## src/rtl/dbg_loader_pkg.sv

```systemverilog
// Shared state encoding, protocol byte values and helpers for the debug loader.
// Defining DBG_LOADER_ACK_EN adds the ACK state (acknowledge byte after each write).
package dbg_loader_pkg;

  localparam logic [7:0] CmdWrite   = 8'h57;
  localparam logic [7:0] CmdRelease = 8'h52;
  localparam logic [7:0] CmdHold    = 8'h48;
  localparam logic [7:0] AckByte    = 8'h06;

`ifdef DBG_LOADER_ACK_EN
  typedef enum logic [2:0] {StIdle, StAddr, StData, StWrite, StAck} state_e;
`else
  typedef enum logic [1:0] {StIdle, StAddr, StData, StWrite} state_e;
`endif

  // States in which an incoming byte cannot be consumed and is dropped.
  function automatic logic is_busy(state_e s);
`ifdef DBG_LOADER_ACK_EN
    return (s == StWrite) || (s == StAck);
`else
    return (s == StWrite);
`endif
  endfunction

endpackage

```

## src/rtl/dbg_word_asm.sv

```systemverilog
// Little-endian 4-byte assembler: first byte lands in bits 7:0, done pulses with the 4th byte.
// word shows the value including the byte being shifted in this cycle.
module dbg_word_asm (
  input  logic        clk,
  input  logic        reset,
  input  logic        clear,
  input  logic        shift_en,
  input  logic [7:0]  byte_in,
  output logic [31:0] word,
  output logic        done
);

  logic [1:0]  cnt_q;
  logic [31:0] word_q;

  assign word = shift_en ? {byte_in, word_q[31:8]} : word_q;
  assign done = shift_en && (cnt_q == 2'd3);

  always_ff @(posedge clk) begin
    if (reset || clear) begin
      cnt_q  <= '0;
      word_q <= '0;
    end else if (shift_en) begin
      cnt_q  <= cnt_q + 2'd1;
      word_q <= word;
    end
  end

endmodule

```

## src/rtl/dbg_loader.sv

```systemverilog
// UART-driven debug loader: 'W' + 4 address + 4 data bytes issues one bus write; 'R'/'H' drive
// the CPU reset. Optional DBG_LOADER_ACK_EN sends 0x06 after each completed write.
module dbg_loader
  import dbg_loader_pkg::*;
#(
  parameter int unsigned WR_CYCLES      = 4,
  parameter int unsigned TIMEOUT_CYCLES = 100000
) (
  input  logic        clk,
  input  logic        reset,
  input  logic [7:0]  rx_data,
  input  logic        rx_valid,
  output logic        dbg_mem_op,
  output logic [31:0] dbg_adr,
  output logic [31:0] dbg_do,
  output logic [3:0]  dbg_wren,
  output logic        cpu_n_reset,
  output logic [7:0]  tx_data,
  output logic        tx_valid,
  input  logic        tx_ready,
  output logic        overrun
);

  localparam int unsigned ToW    = $clog2(TIMEOUT_CYCLES);
  localparam logic [ToW-1:0] ToLast = ToW'(TIMEOUT_CYCLES - 1);
  localparam logic [7:0]     WrLast = 8'(WR_CYCLES - 1);

  state_e         state_q, state_d;
  logic [ToW-1:0] to_cnt_q;
  logic [7:0]     wr_cnt_q;
  logic           in_frame, timeout;
  logic           adr_shift, dat_shift, adr_done, dat_done;
  logic [31:0]    adr_word, dat_word;

  assign in_frame  = (state_q == StAddr) || (state_q == StData);
  // A byte in the timeout cycle wins: the frame continues.
  assign timeout   = in_frame && !rx_valid && (to_cnt_q == ToLast);
  assign adr_shift = (state_q == StAddr) && rx_valid;
  assign dat_shift = (state_q == StData) && rx_valid;

  dbg_word_asm u_adr_asm (
    .clk      (clk),
    .reset    (reset),
    .clear    (state_q == StIdle),
    .shift_en (adr_shift),
    .byte_in  (rx_data),
    .word     (adr_word),
    .done     (adr_done)
  );

  dbg_word_asm u_dat_asm (
    .clk      (clk),
    .reset    (reset),
    .clear    (state_q == StIdle),
    .shift_en (dat_shift),
    .byte_in  (rx_data),
    .word     (dat_word),
    .done     (dat_done)
  );

  always_ff @(posedge clk) begin
    if (reset) begin
      state_q <= StIdle;
    end else begin
      state_q <= state_d;
    end
  end

  always_comb begin
    state_d = state_q;
    unique case (state_q)
      StIdle:  if (rx_valid && (rx_data == CmdWrite)) state_d = StAddr;
      StAddr:  if (timeout) state_d = StIdle; else if (adr_done) state_d = StData;
      StData:  if (timeout) state_d = StIdle; else if (dat_done) state_d = StWrite;
`ifdef DBG_LOADER_ACK_EN
      StWrite: if (wr_cnt_q == WrLast) state_d = StAck;
      StAck:   if (tx_ready) state_d = StIdle;
`else
      StWrite: if (wr_cnt_q == WrLast) state_d = StIdle;
`endif
      default: state_d = StIdle;
    endcase
  end

  always_comb begin
    dbg_mem_op = 1'b0;
    dbg_wren   = 4'h0;
    tx_valid   = 1'b0;
    tx_data    = 8'h00;
    if (state_q == StWrite) begin
      dbg_mem_op = 1'b1;
      dbg_wren   = 4'hF;
    end
`ifdef DBG_LOADER_ACK_EN
    if (state_q == StAck) begin
      tx_valid = 1'b1;
      tx_data  = AckByte;
    end
`endif
  end

`ifndef DBG_LOADER_ACK_EN
  logic unused_tx_ready;
  assign unused_tx_ready = tx_ready;
`endif

  always_ff @(posedge clk) begin
    if (reset) begin
      to_cnt_q    <= '0;
      wr_cnt_q    <= '0;
      dbg_adr     <= '0;
      dbg_do      <= '0;
      cpu_n_reset <= 1'b0;
      overrun     <= 1'b0;
    end else begin
      if ((state_q == StIdle) && rx_valid) begin
        if (rx_data == CmdRelease) begin
          cpu_n_reset <= 1'b1;
        end else if (rx_data == CmdHold) begin
          cpu_n_reset <= 1'b0;
        end
      end
      if (in_frame && !rx_valid && !timeout) begin
        to_cnt_q <= to_cnt_q + ToW'(1);
      end else begin
        to_cnt_q <= '0;
      end
      if ((state_q == StWrite) && (wr_cnt_q != WrLast)) begin
        wr_cnt_q <= wr_cnt_q + 8'd1;
      end else begin
        wr_cnt_q <= '0;
      end
      // Bus-visible address/data change only as WRITE is entered.
      if (dat_done) begin
        dbg_adr <= adr_word;
        dbg_do  <= dat_word;
      end
      if (rx_valid && is_busy(state_q)) begin
        overrun <= 1'b1;
      end
    end
  end

endmodule

```

## config.mk

```make
export PLATFORM = sky130hd
export DESIGN_NAME = dbg_loader
export DESIGN_NICKNAME = d
export VERILOG_FILES = /design/src/rtl/dbg_loader_pkg.sv /design/src/rtl/dbg_word_asm.sv /design/src/rtl/dbg_loader.sv
export SDC_FILE = /design/constraint.sdc
export NUM_CORES = 1
export LEC_CHECK = 0
export CORE_MARGIN = 2
export CORE_UTILIZATION = 40
export CTS_CLUSTER_DIAMETER = 100
export DETAILED_ROUTE_END_ITERATION = 8
export GPL_TIMING_DRIVEN = 0
export PLACE_DENSITY = 0.7
export SLEW_MARGIN = 20
export SYNTH_ARGS = -nofsm -noshare
export SYNTH_HDL_FRONTEND = slang
export SYNTH_SLANG_ARGS = --single-unit
```

## constraint.sdc

```tcl
create_clock -name clk -period 2.4 [get_ports clk]
set_clock_uncertainty 0.1 [all_clocks]
set_input_delay 0.72 -clock clk [delete_from_list [all_inputs] [get_ports clk]]
set_output_delay 0.72 -clock clk [all_outputs]
set_load 0.01 [all_outputs]
```

Yosys cells after proc, flatten, opt, wreduce, memory -nomap -nowiden
Index checks and enable logic that the tools add are counted.

storage, ports and cells
  word-level logic and storage cells = 66
  output and inout port bits = 80
  register bits = 161
  input port bits = 12

operators by class
  add/sub/neg operators = 4
  multiplexer cells = 13
  bitwise operators = 2
  reduce and logical (&&, ||, !) cells = 21
  eq/ne operators = 15

operators with widths
  operator                 count
  $mux W32                 2
  $eq A8 B7 Y1 const B     3
  $add A17 B1 Y17 const B  1
  $eq A17 B17 Y1 const B   1
  $mux W2                  6
  $logic_and A1 B1 Y1      11
  $add A8 B1 Y8 const B    1
  $eq A2 B2 Y1 const B     4
  $eq A8 B2 Y1 const B     1
  $ne A8 B2 Y1 const B     1
  $pmux W2 S4              1
  $ne A3 B3 Y1 const B     2
  $add A2 B1 Y2 const B    2
  $mux W4                  1
  $ne A2 B2 Y1 const B     2
  $reduce_and A4 Y1        1
  $reduce_or A2 Y1         2
  $mux W1                  3
  $eq A2 B1 Y1 const B     1
  $logic_not A1 Y1         2
  $logic_not A2 Y1         1
  $logic_or A1 B1 Y1       2
  $not A1 Y1               2
  $reduce_and A2 Y1        1
  $reduce_bool A2 Y1       1

Depth between registers and ports, before layout
Gate-level depths: netlist of the first run.

  word-level depth = 8
  mapped depth = 8
  depth with buffers taken out = 6

Modules after synthesis
A second synthesis of the first run with hierarchy kept.

unflattened totals
  cell total of the unflattened synthesis = 601
  area, all modules = 6800.3 sq um

modules (own cells, without submodules)
  module        seq. area each (sq um)  cells each  instances  area each (sq um)
  dbg_loader    1861.8                  375         1          3699.8
  dbg_word_asm  680.7                   113         2          1550.2

Least setup slack after synthesis of the first run
Ideal clock, no wire load.

  path kind = input port to flip-flop
  from = input port rx_valid
  to = register dbg_do[16]
  library setup time = 70 ps
  arrival time = 1669 ps
  buffers on the path = 3
  stages on the path = 7
  required time = 2230 ps
  slack = 561 ps
  cell sequence = clkbuf_8 nand2_1 nor2_2 buf_2 buf_2 nand2_1 a21oi_1

on the way
  word-level cells in the longest chain between the ends = 2
  elaborated cells on any way between the ends = 3
  those cells by class = 1 x mux; 2 x reduce/logical

RTL lines
  what                                             line                                    source
  start, declared                                  dbg_loader.sv:12                        input logic rx_valid,
  $logic_and A1 B1 Y1 *                            dbg_loader.sv:39                        assign dat_shift = (state_q == StData) && rx_valid;
  $mux W32 or $logic_and A1 B1 Y1 (tied branches)  dbg_word_asm.sv:16, dbg_word_asm.sv:17
  end signal, assigned                             dbg_loader.sv:136                       dbg_do <= dat_word;
  end, declared                                    dbg_loader.sv:15                        output logic [31:0] dbg_do,

Every way passes the cells marked *; elsewhere a longest branch is shown, timed or not.
A chain may end at the register's enable or synchronous reset.

Final worst setup path of the first run
  from = register state_q[0]
  to = output port dbg_mem_op

on the way
  word-level cells in the longest chain between the ends = 2

RTL lines
  what                    line              source
  start, declared         dbg_loader.sv:28  state_e state_q, state_d;
  start signal, assigned  dbg_loader.sv:63  state_q <= StIdle;
  start signal, assigned  dbg_loader.sv:65  state_q <= state_d;
  $eq A2 B2 Y1            dbg_loader.sv:90  if (state_q == StWrite) begin
  $mux W1                 dbg_loader.sv:90
  end, declared           dbg_loader.sv:13  output logic dbg_mem_op,

Every way passes these cells.

==> summary.md, run 1 <==
| Metric | Value |
|---|---|
| TritonCTS clock tree | yes |
| Iter 0 DRT Violations | 242 |
| CP Cell Sequence | ha_4 -> clkdlybuf4s50_1 |
| Post-synth top flop | dfxtp_1 |
| Power Internal | approximately 0.0044 W |
| Top cells by area, synth | dfxtp_1, nand2_1, nor2_1 |
| P_sw | 0.00123 W |
| CP startpoint | state_q[0]$_SDFFE_PP0P_ |
| First drt pass iteration count | 4 |
| CTS root buffer | clkbuf_16 |
| Post-synthesis sequential area ratio | 52.8% |
| Crit path time final | 2.32 ns |
| Outcome | completed |
| Total CTS buffers | 17 |
| PwrDens | 750 nW/µm² |
| WP data required | 1.58 ns |
| Overflow after GRT | 0 |
| Initial Utilization | 40.4% |
| Async set-reset flop share out of synthesis | 0% |
| EDFF count, synth | 0 |
| Fin. Hold Viols | 0 |
| Syn avg cell area | 8.97 µm² |
| Total track usage | 17.2% |
| Antenna viol nets, final | 0 |
| Antenna violations before repair | 0 |
| Setup tns final | 0 ns |
| Part of the power in registers | 45.7% |
| First-pass GRT wire length | 21500 µm |
| Width of the die | 124 µm |
| Synth cell count leaders | dfxtp_1, nand2_1, nor2_1, a21oi_1 |
| Gate Count Post-Synth | 647 |
| Worst setup path endpoint | dbg_mem_op |
| Via count | between 4k and 5k |
| Max Freq | 431 MHz |
| Max-cap violations | 0 |
| Syn. warnings | 0 |
| Count of filler cells inserted in the layout | 1308 |
| Largest area contributor in the netlist | dfxtp_1 |
| Via/cell ratio | between 4 and 5 |
| Worst Min Path Start | to_cnt_q[0]$_SDFF_PP0_ |
| Clock power share | 47.7% |
| Worst-path clk slew | 0.06 ns |
| HP Class | reg2reg |
| Final worst path period share | 96.7% |
| Port Buf Inserts | between 70 and 80 |
| Reg2Reg Launch Point | state_q[0]$_SDFFE_PP0P_ |
| Area of the mapped netlist | 5810 µm² |
| Number of global-route vias before repair | around 4.3k |
| Combinational share of power | under 10% |
| Pre-CTS setup slack | -0.0484 ns |
| Setup crit start kind | flop |
| Worst-path fanout max | 5 |
| Most common cell in the netlist | dfxtp_1 |
| Detailed placement HPWL | 9320 µm |
| Routed wire length per instance | ~14 µm |
| Post-synth top area share | 52.8% |
| PnR worst setup slack | 0.0797 ns |
| CTS H-tree lvls | 4 |
| CTS hold repair buffers | 0 |
| Die Ht | around 120 µm |
| Final nets | between 700 and 800 |
| Lkg Pwr | 2.72 nW |
| Die area | 15500 µm² |
| Peak VDD IR | 0.551 mV |
| Critical Path AT | 1.50 ns |
| Setup crit end kind | primary output |
| FF+latch count, synth | 153 |
| Largest stage delay, worst path | about 0.54 ns |
| Register-to-Register Path Depth | 7 |
| Sw frac | roughly 22% |
| Rel. slew slack | between 60% and 70% |
| Final Setup Violations | 0 |
| Slowest stage cell, crit path | clkdlybuf4s50_1 |
| Core area | approximately 14000 µm² |
| Final WL | about 13000 µm |
| Area delta synth->final | 28.7% |
| Worst-Margin Slew | 0.597 ns |
| Netlist cell types | 44 |
| # IOs | 92 |
| Gpl congestion | 0.814 |
| Critical path class | reg2out |
| Crit Reg-Reg Endpoint | dbg_do[18]$_SDFFE_PP0P_ |
| Largest net degree at the start of global routing | 17 |
| Slew Limit Fails | 0 |
| DRC Markers | 0 |
| Clk Latency, worst-skew pair | around 0.42 ns |
| CTS Buffer Depth | 2 |
| Ant diodes | 0 |
| Sink Count | 153 |
| FF-to-FF setup slack | 0.24 ns |
| Layout cell share with drive strength beyond 1 | 9.65% |
| RSZ-0062 raised after global routing | no |
| Row cnt | 44 |
kinds of logic (layout without fill, tap and decap cells):
| family | Yosys count | in the layout | share of synthesized area [%] |
|---|---|---|---|
| buf+inv | 62 | 174 | 5.82 |
| xor+xnor | 21 | 21 | 3.17 |
| fa+ha+maj | 8 | 8 | 1.72 |
| flops | 153 | 153 | 52.8 |
| other cells | 1 | 9 | 0.0646 |
| simple gates | 265 | 265 | 19.8 |
| mux | 32 | 32 | 5.52 |
| compound gates | 105 | 105 | 11.2 |
through the flow:
step / total power [W] / hold slack, ns / cells / utilization (%) / area [µm²]
after global placement: 0.00298 / 0.330 / 918 / 47.7 / 6860
after floorplan: 0.00288 / 0.313 / 655 / - / 5840
after detailed placement: 0.00298 / 0.341 / 918 / 47.7 / 6860
after global routing: 0.00581 / 0.372 / 951 / 52.0 / 7470
after CTS: 0.00565 / 0.352 / 951 / 52.0 / 7470
final: 0.00560 / 0.348 / 951 / 52.0 / 7470
cells in the final DEF, fill, tap and decap left out, drive strengths merged, types with 4 or more instances in the layout:
master         netlist  layout
and3                 4       4
clkbuf              21      45
nand2              126     126
nor2                97      97
mux2i               32      32
buf                 34      36
nand4                4       4
ha                   8       8
a21oi               63      63
dlygate4sd2          0       4
clkdlybuf4s50        0      75
conb                 1       9
inv                  7       8
xnor2                7       7
a211oi              32      32
nand3               12      12
dfxtp              153     153
xor2                14      14
power groups by stage:
stage	Combinational [W]	Clock, W	Sequential [W]
6_report	0.000371	0.00267	0.00256
5_1_grt	0.000409	0.00284	0.00256
4_1_cts	0.000372	0.00272	0.00256
3_5_place_dp	0.000369	0	0.00261
3_3_place_gp	0.000368	0	0.00261
2_1_floorplan	0.000275	0	0.00261
worst max-delay path, delay by kind of cell, from the launching register on:
family | cells | cell delay, ns
buffers and inverters | 1 | 0.54
DFF | 1 | 0.37
adders and majority gates | 1 | 0.18
worst min-delay path by stage:
stage	to	slack (ns)	cells past startpoint
4_1_cts	to_cnt_q[0]$_SDFF_PP0_	0.35	1
3_3_place_gp	to_cnt_q[0]$_SDFF_PP0_	0.33	1
3_5_place_dp	to_cnt_q[0]$_SDFF_PP0_	0.34	1
5_1_grt	dbg_do[5]$_SDFFE_PP0P_	0.37	2
6_report	to_cnt_q[0]$_SDFF_PP0_	0.35	1
2_1_floorplan	to_cnt_q[0]$_SDFF_PP0_	0.31	1
layer usage:
metal	vias up	global-route usage, %	wire [µm]
met5	-	0	0
met4	0	6.21	168
met3	16	4.77	537
met2	96	27.7	6120
met1	2157	22.2	6180
li1	2367	-	-
cell type report:
cell class	instances	area, µm²	share of cell area (%)
flip-flops and latches	153	3070	41.0
repair buffers	81	801	10.7
well taps	184	230	3.08
plain buffers	55	312	4.17
multi-input cells	440	2450	32.8
clock inverters	7	116	1.56
clock buffers	24	472	6.31
inverters	7	26.3	0.352
registers in the layout (all words and copies together) (netlist names), 2 cells and up:
name,count
u_adr_asm.cnt_q,2
dbg_adr,32
dbg_do,32
u_dat_asm.cnt_q,2
state_q,2
u_adr_asm.word_q,32
to_cnt_q,17
u_dat_asm.word_q,24
wr_cnt_q,8
timing repair:
item,in CTS,in global routing
resized for setup,8,0
buffers inserted,2,0
setup endpoints to repair,5,0
endpoints found under the hold margin,0,0
(Power assumes the default switching activity.)
==> inputs of run 2 (changes only) <==
MAX_ROUTING_LAYER = met4   (was not set)
clock period = 2.8 ns   (was 2.4 ns; I/O delays follow)
==> summary.md, run 2 (synthesized netlist as in run 1, its figures left out) <==
| Metric | Value |
|---|---|
| Critical path class | reg2out |
| CTS Buffer Depth | 2 |
| CTS H-tree lvls | 4 |
| Peak VDD IR | around 0.47 mV |
| CTS root buffer | clkbuf_16 |
| Slew Limit Fails | 0 |
| Initial Utilization | around two fifths |
| Core area | about 14000 µm² |
| Reg2Reg Launch Point | state_q[0]$_SDFFE_PP0P_ |
| Antenna violations before repair | 0 |
| Ant diodes | 0 |
| Sink Count | 153 |
| Die Ht | 124 µm |
| P_sw | about 0.0011 W |
| Setup crit start kind | flop |
| Total CTS buffers | 17 |
| First drt pass iteration count | 4 |
| CP startpoint | state_q[0]$_SDFFE_PP0P_ |
| Worst-path clk slew | roughly 0.06 ns |
| Most common cell after layout, fill and taps aside | dfxtp_1 |
| Setup tns final | 0 ns |
| Fin. Hold Viols | 0 |
| Count of filler cells inserted in the layout | 1305 |
| Final WL | about 13000 µm |
| Critical Path AT | about 1.7 ns |
| Setup crit end kind | primary output |
| Hold Worst Slack | 0.346 ns |
| First-pass GRT wire length | 21400 µm |
| Outcome | completed |
| Max Freq | roughly 370 MHz |
| Number of global-route vias before repair | about 4.2k |
| Lkg Pwr | 2.69 nW |
| Power Internal | between 0.003 and 0.004 W |
| Row cnt | 44 |
| Width of the die | 124 µm |
| Worst-path fanout max | 7 |
| # IOs | 92 |
| Area delta synth->final | 28.3% |
| Crit path time final | approximately 2.7 ns |
| Post-Layout Inst Area | between 7000 and 8000 µm² |
| Final worst path period share | a little over nine tenths |
| Gpl congestion | 0.826 |
| Total track usage | 17.7% |
| Sw frac | 22.0% |
| Overflow after GRT | 0 |
| Die area | 15500 µm² |
| Via/cell ratio | 4.83 |
| WP data required | 1.86 ns |
| PwrDens | ~640 nW/µm² |
| Combinational share of power | approximately 6.6% |
| HP Class | reg2reg |
| Final nets | 773 |
| Final Setup Violations | 0 |
| Clk Latency, worst-skew pair | around 0.42 ns |
| Detailed placement HPWL | 9320 µm |
| Clock power share | 47.7% |
| Post-CTS setup buffers | 0 |
| DRC Markers | 0 |
| Worst-Margin Slew | 0.587 ns |
| Largest net degree at the start of global routing | 17 |
| Iter 0 DRT Violations | 238 |
| Post-Route Utilization | 51.8% |
| Antenna viol nets, final | 0 |
| RSZ-0062 raised after global routing | no |
| Max-cap violations | 0 |
| Worst Min Path Start | to_cnt_q[0]$_SDFF_PP0_ |
| Via count | 4585 |
| Part of the power in registers | 45.7% |
| Routed wire length per instance | 13.7 µm |
| Commonest non-fill, non-tap cells in the layout | dfxtp_1, nand2_1, nor2_1 |
| Rel. slew slack | 60.9% |
| TritonCTS clock tree | yes |
| Placed inst area | 6860 µm² |
| Layout cell share with drive strength beyond 1 | 9.15% |
| Biggest regs | dbg_adr x32, dbg_do x32, u_adr_asm.word_q x32 |
| Port Buf Inserts | 79 |
## run 2: per-layer routing
| layer | track usage (%) | part of all wire, % | vias up |
|---|---|---|---|
| met3 | 5.07 | 4.7 | 10 |
| met1 | 22.2 | 47 | 2116 |
| met2 | 27.6 | 47 | 96 |
| met5 | - | 0 | - |
| met4 | 5.88 | 0.84 | 0 |
| li1 | - | - | 2363 |
## run 2: stage by stage
stage / total power, W / std cells / setup slack (ns)
5_1_grt: 0.00498 / 949 / 0.0112
3_3_place_gp: 0.00255 / 918 / 0.237
6_report: 0.00480 / 949 / 0.125
3_5_place_dp: 0.00255 / 918 / 0.232
2_1_floorplan: 0.00247 / 655 / 0.841
4_1_cts: 0.00484 / 949 / 0.0856
## run 2: final timing paths
path,end,depth (start not counted),slack (ns)
worst max-delay path,dbg_wren[2],3,0.12
worst max register to register,dbg_do[18]$_SDFFE_PP0P_,7,0.66
worst min-delay path,to_cnt_q[0]$_SDFF_PP0_,1,0.35
worst min register to register,to_cnt_q[0]$_SDFF_PP0_,1,0.35
## run 2: cell type report
type | instances | area, µm² | share of cell area (%)
Buffer | 55 | 312 | 4.18
Clock buffer | 24 | 472 | 6.33
Clock inverter | 7 | 116 | 1.56
Inverter | 7 | 26.3 | 0.353
Multi-Input combinational cell | 440 | 2440 | 32.7
Sequential cell | 153 | 3060 | 41.1
Tap cell | 184 | 230 | 3.09
Timing Repair Buffer | 79 | 791 | 10.6
## run 2: worst max-delay path, cell delays in order (launching register included)
cell             delay (ns)
dfxtp_1                0.36
ha_2                   0.30
buf_4                  0.14
clkdlybuf4s50_1        0.52
## run 2: repair_timing
item,in CTS,in global routing
resized for setup,1,0
endpoints found under the setup margin,4,0
hold endpoints to repair,0,0
hold buffers,0,0
## run 2: power groups by stage
| stage | clock network [W] | registers (W) | logic, W |
|---|---|---|---|
| 2_1_floorplan | 0 | 0.00224 | 0.000236 |
| 3_3_place_gp | 0 | 0.00224 | 0.000316 |
| 3_5_place_dp | 0 | 0.00224 | 0.000316 |
| 4_1_cts | 0.00233 | 0.00219 | 0.000319 |
| 5_1_grt | 0.00244 | 0.00219 | 0.000350 |
| 6_report | 0.00229 | 0.00219 | 0.000319 |
